$ cat config.mk
export PLATFORM = sky130hd
export DESIGN_NAME = ec_fpn_addsub_resp_flat
export DESIGN_NICKNAME = d
export VERILOG_FILES = /design/src/rtl/ec_fpn_addsub_resp_pkg.sv /design/src/rtl/ec_fpn_addsub_resp_if.sv /design/src/rtl/ec_fpn_chunk_addsub.sv /design/src/rtl/ec_fpn_addsub_resp.sv /design/src/flat_wrapper.sv
export SDC_FILE = /design/constraint.sdc
export NUM_CORES = 2
export LEC_CHECK = 0
export CORE_UTILIZATION = 65
export CTS_BUF_LIST = sky130_fd_sc_hd__clkbuf_4
export DETAILED_ROUTE_END_ITERATION = 8
export DONT_BUFFER_PORTS = 1
export PLACE_DENSITY = 0.85
export SLEW_MARGIN = 20
export SYNTH_ARGS = -nofsm -noshare
export SYNTH_HDL_FRONTEND = slang
export SYNTH_SLANG_ARGS = --single-unit
$ cat constraint.sdc
create_clock -name i_clk -period 82.2 [get_ports i_clk]
set_clock_uncertainty 0.05 [all_clocks]
set_input_delay 8.22 -clock i_clk [delete_from_list [all_inputs] [get_ports i_clk]]
set_output_delay 8.22 -clock i_clk [all_outputs]
set_load 0.02 [all_outputs]
$ cat src/rtl/ec_fpn_addsub_resp_pkg.sv
// Shared types for the chunked mod-P add/sub responder.
// Contents: FSM state encoding and a small width helper.
package ec_fpn_addsub_resp_pkg;

  typedef enum logic [1:0] {
    LOAD,
    CALC,
    OUT
  } state_t;

  // Counter width for n items, never narrower than one bit.
  function automatic int cnt_bits(input int n);
    return (n <= 1) ? 1 : $clog2(n);
  endfunction

endpackage

$ cat src/rtl/ec_fpn_addsub_resp_if.sv
// Streaming handshake bundle used between point-arithmetic requesters and
// their add/sub responders.
// Signals: val/rdy handshake, dat payload (DAT_BITS), sop/eop packet framing,
// ctl tag (CTL_BITS) and err.
// Modports: source drives payload and reads rdy; sink reads payload, drives rdy.
interface if_axi_stream #(
  parameter int DAT_BITS = 64,
  parameter int CTL_BITS = 8
);
  logic                val;
  logic                rdy;
  logic                sop;
  logic                eop;
  logic                err;
  logic [DAT_BITS-1:0] dat;
  logic [CTL_BITS-1:0] ctl;

  modport source (output val, sop, eop, err, dat, ctl, input rdy);
  modport sink   (input val, sop, eop, err, dat, ctl, output rdy);
endinterface

$ cat src/rtl/ec_fpn_chunk_addsub.sv
// Combinational A-bit add/subtract cell with carry/borrow.
// Ports: x, y (A bits) operands; cin carry-in (add) or borrow-in (sub);
// mode 0 = x + y + cin, 1 = x - y - cin; z result; cout carry/borrow out.
module ec_fpn_chunk_addsub #(
  parameter int A = 64
) (
  input  logic [A-1:0] x,
  input  logic [A-1:0] y,
  input  logic         cin,
  input  logic         mode,
  output logic [A-1:0] z,
  output logic         cout
);
  logic [A:0] sum;

  // A+1 bit arithmetic: bit A is the carry for add, and the borrow for sub
  // because the difference never drops below -2^A.
  always_comb begin
    if (mode) sum = {1'b0, x} - {1'b0, y} - (A+1)'(cin);
    else      sum = {1'b0, x} + {1'b0, y} + (A+1)'(cin);
    z    = sum[A-1:0];
    cout = sum[A];
  end
endmodule

$ cat src/rtl/ec_fpn_addsub_resp.sv
// Responder for chunked mod-P add (SUB=0) or subtract (SUB=1).
// Ports: i_clk; i_rst async active-high; i_req_if sink carrying {b,a} chunk
// beats LS first with sop/eop/ctl; o_res_if source returning result chunks LS
// first with sop/eop, echoed ctl and err for malformed request packets.
module ec_fpn_addsub_resp
  import ec_fpn_addsub_resp_pkg::*;
#(
  parameter type    FE_TYPE       = logic [255:0],
  parameter type    FE_TYPE_ARITH = logic [63:0],
  parameter FE_TYPE P             = 256'h30644e72e131a029b85045b68181585d97816a916871ca8d3c208c16d87cfd47,
  parameter int     SUB           = 0,
  parameter int     CTL_BITS      = 8
) (
  input  logic          i_clk,
  input  logic          i_rst,
  if_axi_stream.sink    i_req_if,
  if_axi_stream.source  o_res_if
);
  localparam int W        = $bits(FE_TYPE);
  localparam int A        = $bits(FE_TYPE_ARITH);
  localparam int DIV      = W / A;
  localparam int DIV_LOG2 = cnt_bits(DIV);
  localparam logic [DIV_LOG2-1:0] LAST   = DIV_LOG2'(DIV - 1);
  localparam logic [W-1:0]        P_BITS = P;
  localparam logic                OP_SUB = (SUB != 0);

  state_t state, state_nxt;

  logic [A-1:0]          a_q [DIV];
  logic [A-1:0]          b_q [DIV];
  logic [A-1:0]          r1_q[DIV];   // primary op result: s (add) or d (sub)
  logic [A-1:0]          r2_q[DIV];   // P-corrected result: t (add) or u (sub)
  logic [DIV_LOG2-1:0]   k_q, cnt_q;
  logic                  full_q, fault_q, c1_q, c2_q;
  logic [CTL_BITS-1:0]   ctl_q;

  logic                  out_val_q, out_sop_q, out_eop_q, out_err_q;
  logic [A-1:0]          out_dat_q;
  logic [CTL_BITS-1:0]   out_ctl_q;

  logic [A-1:0]          p_chunk, z1, z2, res_chunk;
  logic                  cout1, cout2, sel_corr, first_beat, beat_in;

  ec_fpn_chunk_addsub #(.A(A)) u_op (
    .x(a_q[cnt_q]), .y(b_q[cnt_q]), .cin(c1_q), .mode(OP_SUB), .z(z1), .cout(cout1)
  );

  ec_fpn_chunk_addsub #(.A(A)) u_fix (
    .x(z1), .y(p_chunk), .cin(c2_q), .mode(~OP_SUB), .z(z2), .cout(cout2)
  );

  always_comb begin
    p_chunk    = P_BITS[int'(cnt_q)*A +: A];
    // Add keeps s - P when the sum overflowed W bits or did not borrow
    // against P; sub adds P back only when a - b borrowed.
    sel_corr   = OP_SUB ? c1_q : (c1_q || !c2_q);
    res_chunk  = sel_corr ? r2_q[cnt_q] : r1_q[cnt_q];
    first_beat = !full_q && (k_q == '0);
    beat_in    = (state == LOAD) && i_req_if.val;
  end

  assign i_req_if.rdy = (state == LOAD) && !i_rst;

  assign o_res_if.val = out_val_q;
  assign o_res_if.sop = out_sop_q;
  assign o_res_if.eop = out_eop_q;
  assign o_res_if.err = out_err_q;
  assign o_res_if.dat = out_dat_q;
  assign o_res_if.ctl = out_ctl_q;

  always_ff @(posedge i_clk or posedge i_rst) begin
    if (i_rst) state <= LOAD;
    else       state <= state_nxt;
  end

  always_comb begin
    state_nxt = state;
    case (state)
      LOAD:    if (i_req_if.val && i_req_if.eop) state_nxt = CALC;
      CALC:    if (cnt_q == LAST) state_nxt = OUT;
      OUT:     if (out_val_q && out_eop_q && o_res_if.rdy) state_nxt = LOAD;
      default: state_nxt = LOAD;
    endcase
  end

  always_ff @(posedge i_clk or posedge i_rst) begin
    if (i_rst) begin
      for (int unsigned i = 0; i < DIV; i++) begin
        a_q[i]  <= '0;
        b_q[i]  <= '0;
        r1_q[i] <= '0;
        r2_q[i] <= '0;
      end
      k_q       <= '0;
      cnt_q     <= '0;
      full_q    <= 1'b0;
      fault_q   <= 1'b0;
      c1_q      <= 1'b0;
      c2_q      <= 1'b0;
      ctl_q     <= '0;
      out_val_q <= 1'b0;
      out_sop_q <= 1'b0;
      out_eop_q <= 1'b0;
      out_err_q <= 1'b0;
      out_dat_q <= '0;
      out_ctl_q <= '0;
    end else begin
      case (state)
        LOAD: if (beat_in) begin
          if (!full_q) begin
            a_q[k_q] <= i_req_if.dat[A-1:0];
            b_q[k_q] <= i_req_if.dat[2*A-1:A];
          end
          if (first_beat) ctl_q <= i_req_if.ctl;
          fault_q <= fault_q | (first_beat & ~i_req_if.sop) | full_q
                   | (i_req_if.eop & ~full_q & (k_q != LAST));
          // full_q parks the counter once DIV chunks are in, so surplus
          // beats are swallowed instead of wrapping onto chunk 0.
          if (i_req_if.eop) begin
            k_q    <= '0;
            full_q <= 1'b0;
            cnt_q  <= '0;
            c1_q   <= 1'b0;
            c2_q   <= 1'b0;
          end else if (!full_q) begin
            if (k_q == LAST) full_q <= 1'b1;
            else             k_q    <= k_q + 1'b1;
          end
        end
        CALC: begin
          r1_q[cnt_q] <= z1;
          r2_q[cnt_q] <= z2;
          c1_q        <= cout1;
          c2_q        <= cout2;
          cnt_q       <= (cnt_q == LAST) ? '0 : cnt_q + 1'b1;
        end
        OUT: if (!out_val_q || o_res_if.rdy) begin
          if (out_val_q && out_eop_q) begin
            out_val_q <= 1'b0;
            out_sop_q <= 1'b0;
            out_eop_q <= 1'b0;
            out_err_q <= 1'b0;
            fault_q   <= 1'b0;
            cnt_q     <= '0;
            // Short packets rely on unsent chunks reading as zero.
            for (int unsigned i = 0; i < DIV; i++) begin
              a_q[i] <= '0;
              b_q[i] <= '0;
            end
          end else begin
            out_val_q <= 1'b1;
            out_dat_q <= res_chunk;
            out_sop_q <= (cnt_q == '0);
            out_eop_q <= (cnt_q == LAST);
            out_ctl_q <= ctl_q;
            out_err_q <= fault_q;
            if (cnt_q != LAST) cnt_q <= cnt_q + 1'b1;
          end
        end
        default: ;
      endcase
    end
  end

endmodule

$ cat src/flat_wrapper.sv
// flat-port wrapper written by rule: the top's interface ports become plain ports
module ec_fpn_addsub_resp_flat import ec_fpn_addsub_resp_pkg::*;
#(
  parameter type    FE_TYPE       = logic [255:0],
  parameter type    FE_TYPE_ARITH = logic [63:0],
  parameter FE_TYPE P             = 256'h30644e72e131a029b85045b68181585d97816a916871ca8d3c208c16d87cfd47,
  parameter int     SUB           = 0,
  parameter int     CTL_BITS      = 8
)
  (i_clk, i_rst, i_req_if_val, i_req_if_sop, i_req_if_eop, i_req_if_err, i_req_if_dat, i_req_if_ctl, i_req_if_rdy, o_res_if_val, o_res_if_sop, o_res_if_eop, o_res_if_err, o_res_if_dat, o_res_if_ctl, o_res_if_rdy);
  if_axi_stream #(.DAT_BITS(2*(64)), .CTL_BITS(CTL_BITS)) i_req_if_i ();
  if_axi_stream #(.DAT_BITS((64)), .CTL_BITS(CTL_BITS)) o_res_if_i ();
  input  logic i_clk;
  input  logic i_rst;
  input wire logic [$bits(i_req_if_i.val)-1:0] i_req_if_val;
  input wire logic [$bits(i_req_if_i.sop)-1:0] i_req_if_sop;
  input wire logic [$bits(i_req_if_i.eop)-1:0] i_req_if_eop;
  input wire logic [$bits(i_req_if_i.err)-1:0] i_req_if_err;
  input wire logic [$bits(i_req_if_i.dat)-1:0] i_req_if_dat;
  input wire logic [$bits(i_req_if_i.ctl)-1:0] i_req_if_ctl;
  output wire logic [$bits(i_req_if_i.rdy)-1:0] i_req_if_rdy;
  output wire logic [$bits(o_res_if_i.val)-1:0] o_res_if_val;
  output wire logic [$bits(o_res_if_i.sop)-1:0] o_res_if_sop;
  output wire logic [$bits(o_res_if_i.eop)-1:0] o_res_if_eop;
  output wire logic [$bits(o_res_if_i.err)-1:0] o_res_if_err;
  output wire logic [$bits(o_res_if_i.dat)-1:0] o_res_if_dat;
  output wire logic [$bits(o_res_if_i.ctl)-1:0] o_res_if_ctl;
  input wire logic [$bits(o_res_if_i.rdy)-1:0] o_res_if_rdy;
  assign i_req_if_i.val = i_req_if_val;
  assign i_req_if_i.sop = i_req_if_sop;
  assign i_req_if_i.eop = i_req_if_eop;
  assign i_req_if_i.err = i_req_if_err;
  assign i_req_if_i.dat = i_req_if_dat;
  assign i_req_if_i.ctl = i_req_if_ctl;
  assign i_req_if_rdy = i_req_if_i.rdy;
  assign o_res_if_val = o_res_if_i.val;
  assign o_res_if_sop = o_res_if_i.sop;
  assign o_res_if_eop = o_res_if_i.eop;
  assign o_res_if_err = o_res_if_i.err;
  assign o_res_if_dat = o_res_if_i.dat;
  assign o_res_if_ctl = o_res_if_i.ctl;
  assign o_res_if_i.rdy = o_res_if_rdy;
  ec_fpn_addsub_resp #(.FE_TYPE(FE_TYPE), .FE_TYPE_ARITH(FE_TYPE_ARITH), .P(P), .SUB(SUB), .CTL_BITS(CTL_BITS)) u_core (.i_clk(i_clk), .i_rst(i_rst), .i_req_if(i_req_if_i), .o_res_if(o_res_if_i));
endmodule
==> results.md <==
- Status: finished clean
- Seq/Total Area, Yosys: 0.511
- Register bit count reported by yosys: between 1000 and 1500
- Synthesized area per cell: between 10 and 15 sq um
- Critical path launch point type: input port
- Setup TNS: 0 ps
- Initial antenna violation count: 4
- GR Layer Usage met2: 0.514
- Total gr overflow: 0
- Max stage delay cell, worst path: nor2b_1
- CP Data Required Time: 73930 ps
- CP Capture Type: primary output
- Drt first pass iters: 5
- Largest net degree at the start of global routing: 168
- GPL Wtd Cong: 0.952
- Most frequent cells in the layout: 1116 x dfrtp_1, 877 x nand2_1, 513 x a22o_1, 403 x clkbuf_4, 400 x o21ai_0
- Critical path cell sequence: nor2b_1
- DR DRC count: 0
- CTS Buf Count: 301
- Die width: 292 um
- Area of the multi-input gates: 25100 sq um
- Final Setup Violations: 0
- Final net count: 5163
- WP buf/inv: 0
- CP Max Fanout: 2
- Initial core utilization: 0.656
- Fill cell count: 5721
- Worst-Margin Slew: 1160 ps
- Met1 Track Usage GR: 0.474
- Final Hold Fails: 0
- Commonest non-fill, non-tap cell in the layout: dfrtp_1
- Cell area after synthesis: 54800 sq um
- Core area: roughly 84000 sq um
- Syn Inst Count: between 4000 and 5000
- Top Usage Layer GRT: met2
- First-pass GRT wire length: 229000 um
- R2R cell count: 28
- Syn-to-layout area delta: 7.70%
- Ratio of cells with drive above 1 in the final layout: 0.174
- Vias per cell: 6.65
- Clk_lat worst skew: 1210 ps
- Unrepaired setup endpoints after global routing: false
- HP Class: reg -> reg
- Post-synthesis async set-or-reset flop share: 1.00
- Syn_nets: slightly above 5000
- Worst R2R Setup Slack: 72820 ps
- Post-synth EDFFs: 0
- Design area: 59000 sq um
- Vias post-DR: 40500
- H-Tree Level Count: 5
- Levels on crit path: 1
- CTS resizes: 0
- Reg-to-reg endpoint: u_core.r2_q[120]
- Die area: 85500 sq um
- Period minus WS final: 16820 ps
- Worst path arrival time: 8550 ps
- Hold Startpoint: u_core.ctl_q[2]
- Crit path max-delay family: simple AND/OR/NAND/NOR gates
- Clock root cell: clkbuf_4
- Worst setup margin: approximately 65000 ps
- Max-cap viol count: 0
- Starting DRT DRC Count: 3921
- Synth area leader: dfrtp_1
- Total track usage: 0.344
- Routed WL: 144000 um
- Period utilization: 0.205
- Placed cell areas: 55400 sq um
- Wire per inst: 23.6 um
- Ys flop type: dfrtp_1
- Rel. slew slack: 0.227
- Die height: between 200 and 300 um
- Maximum clock frequency: 59.5 MHz
- Number of global-route vias before repair: 41000
- Post-route ant nets: 0
- Combined flip-flop and latch cell area: 28000 sq um
- CP Class: in -> out
- Crit path largest cell delay: 330 ps
- Hold Path Depth: 2
- Clk pin slew, worst setup/hold paths: approximately 70 ps
- DP Wirelength: 90800 um
- Yosys warns: 0
- Site row count: between 100 and 150
- Top cells by area, synth: dfrtp_1 51%, mux4_2 11%, a22o_1 8.2%
- Worst r2r src: u_core.cnt_q[0]
- CTS tree: yes
- Setup Buffers After CTS: 0
- Slew Limit Fails: 0
- Hold-fix buffers at CTS: 0
- CTS sink cnt: 1118
- Global Route met3 Usage: 0.106
- Hold path endpoint: u_core.o_res_if.ctl[2]
- Post-synth top area share: 0.511
- Place WS: between 60000 and 70000 ps
- CTS max path bufs: 4
- PortBufs: 0
- Top Ports: 220
- Post-synth cell types: 84
- Hold WS: 417 ps
## kinds of logic (layout without fill, tap and decap cells)
kind of cell             Yosys count  in the layout  share of synthesized area
AO/OA/AOI/OAI                   1301           1301                      0.168
XOR/XNOR                          99             99                     0.0158
adder cells (fa/ha/maj)          187            187                     0.0431
buffers and inverters            500            701                     0.0346
flip-flops                      1118           1118                      0.511
multiplexers                     412            412                      0.136
other                              0              5                          0
AND/OR/NAND/NOR                 1194           1194                     0.0924
## sequential cells by signal, summed over array words and instances, names as in the netlist, 2 cells and up
register             count
u_core.r2_q            256
u_core.k_q               2
u_core.cnt_q             2
u_core.o_res_if.ctl      8
u_core.a_q             256
u_core.state             2
u_core.ctl_q             8
u_core.b_q             256
u_core.r1_q            256
u_core.o_res_if.dat     64
## final cells by class
class                           count  share of cell area
Antenna cell                        5            0.000212
Clock buffer                      403              0.0513
Clock inverter                     79             0.00827
Inverter                          171              0.0110
Multi-Input combinational cell   3193               0.425
Sequential cell                  1118               0.474
Tap cell                         1080              0.0229
Timing Repair Buffer               48             0.00736
## stage by stage
stage          utilization  std cells
2_1_floorplan            -       4811
3_3_place_gp         0.664       5609
3_5_place_dp         0.664       5609
4_1_cts              0.706       6091
5_1_grt              0.706       6097
6_report             0.706       6097
## Yosys cell counts, drive strengths merged, types with 14 or more instances
cell,count
a21oi,137
mux4,256
nor3,27
inv,171
clkbuf,266
a22o,513
a31oi,17
o21bai,23
nand4,29
nand3,43
and3,22
nor2,76
nand2,882
ha,184
mux2,85
xor2,36
mux2i,71
a211oi,14
buf,63
xnor2,63
and2,21
o21ai,416
a31o,17
nand2b,21
o21a,18
dfrtp,1118
o31ai,26
a21o,53
nor2b,21
## worst max-delay path by stage
stage / start / end
2_1_floorplan: i_rst / u_core.a_q[0]
3_3_place_gp: i_rst / i_req_if_rdy
3_5_place_dp: i_rst / i_req_if_rdy
4_1_cts: i_rst / i_req_if_rdy
5_1_grt: i_rst / i_req_if_rdy
6_report: i_rst / i_req_if_rdy
## per-layer routing
| metal | up-vias | share of wire |
|---|---|---|
| met5 | - | 0.00018 |
| met4 | 4 | 0.033 |
| met3 | 317 | 0.11 |
| met2 | 2071 | 0.46 |
| met1 | 20500 | 0.40 |
| li1 | 17700 | - |
Power is not shown: default switching activity piles up to over one toggle a cycle in this logic, so the estimate is an artifact.
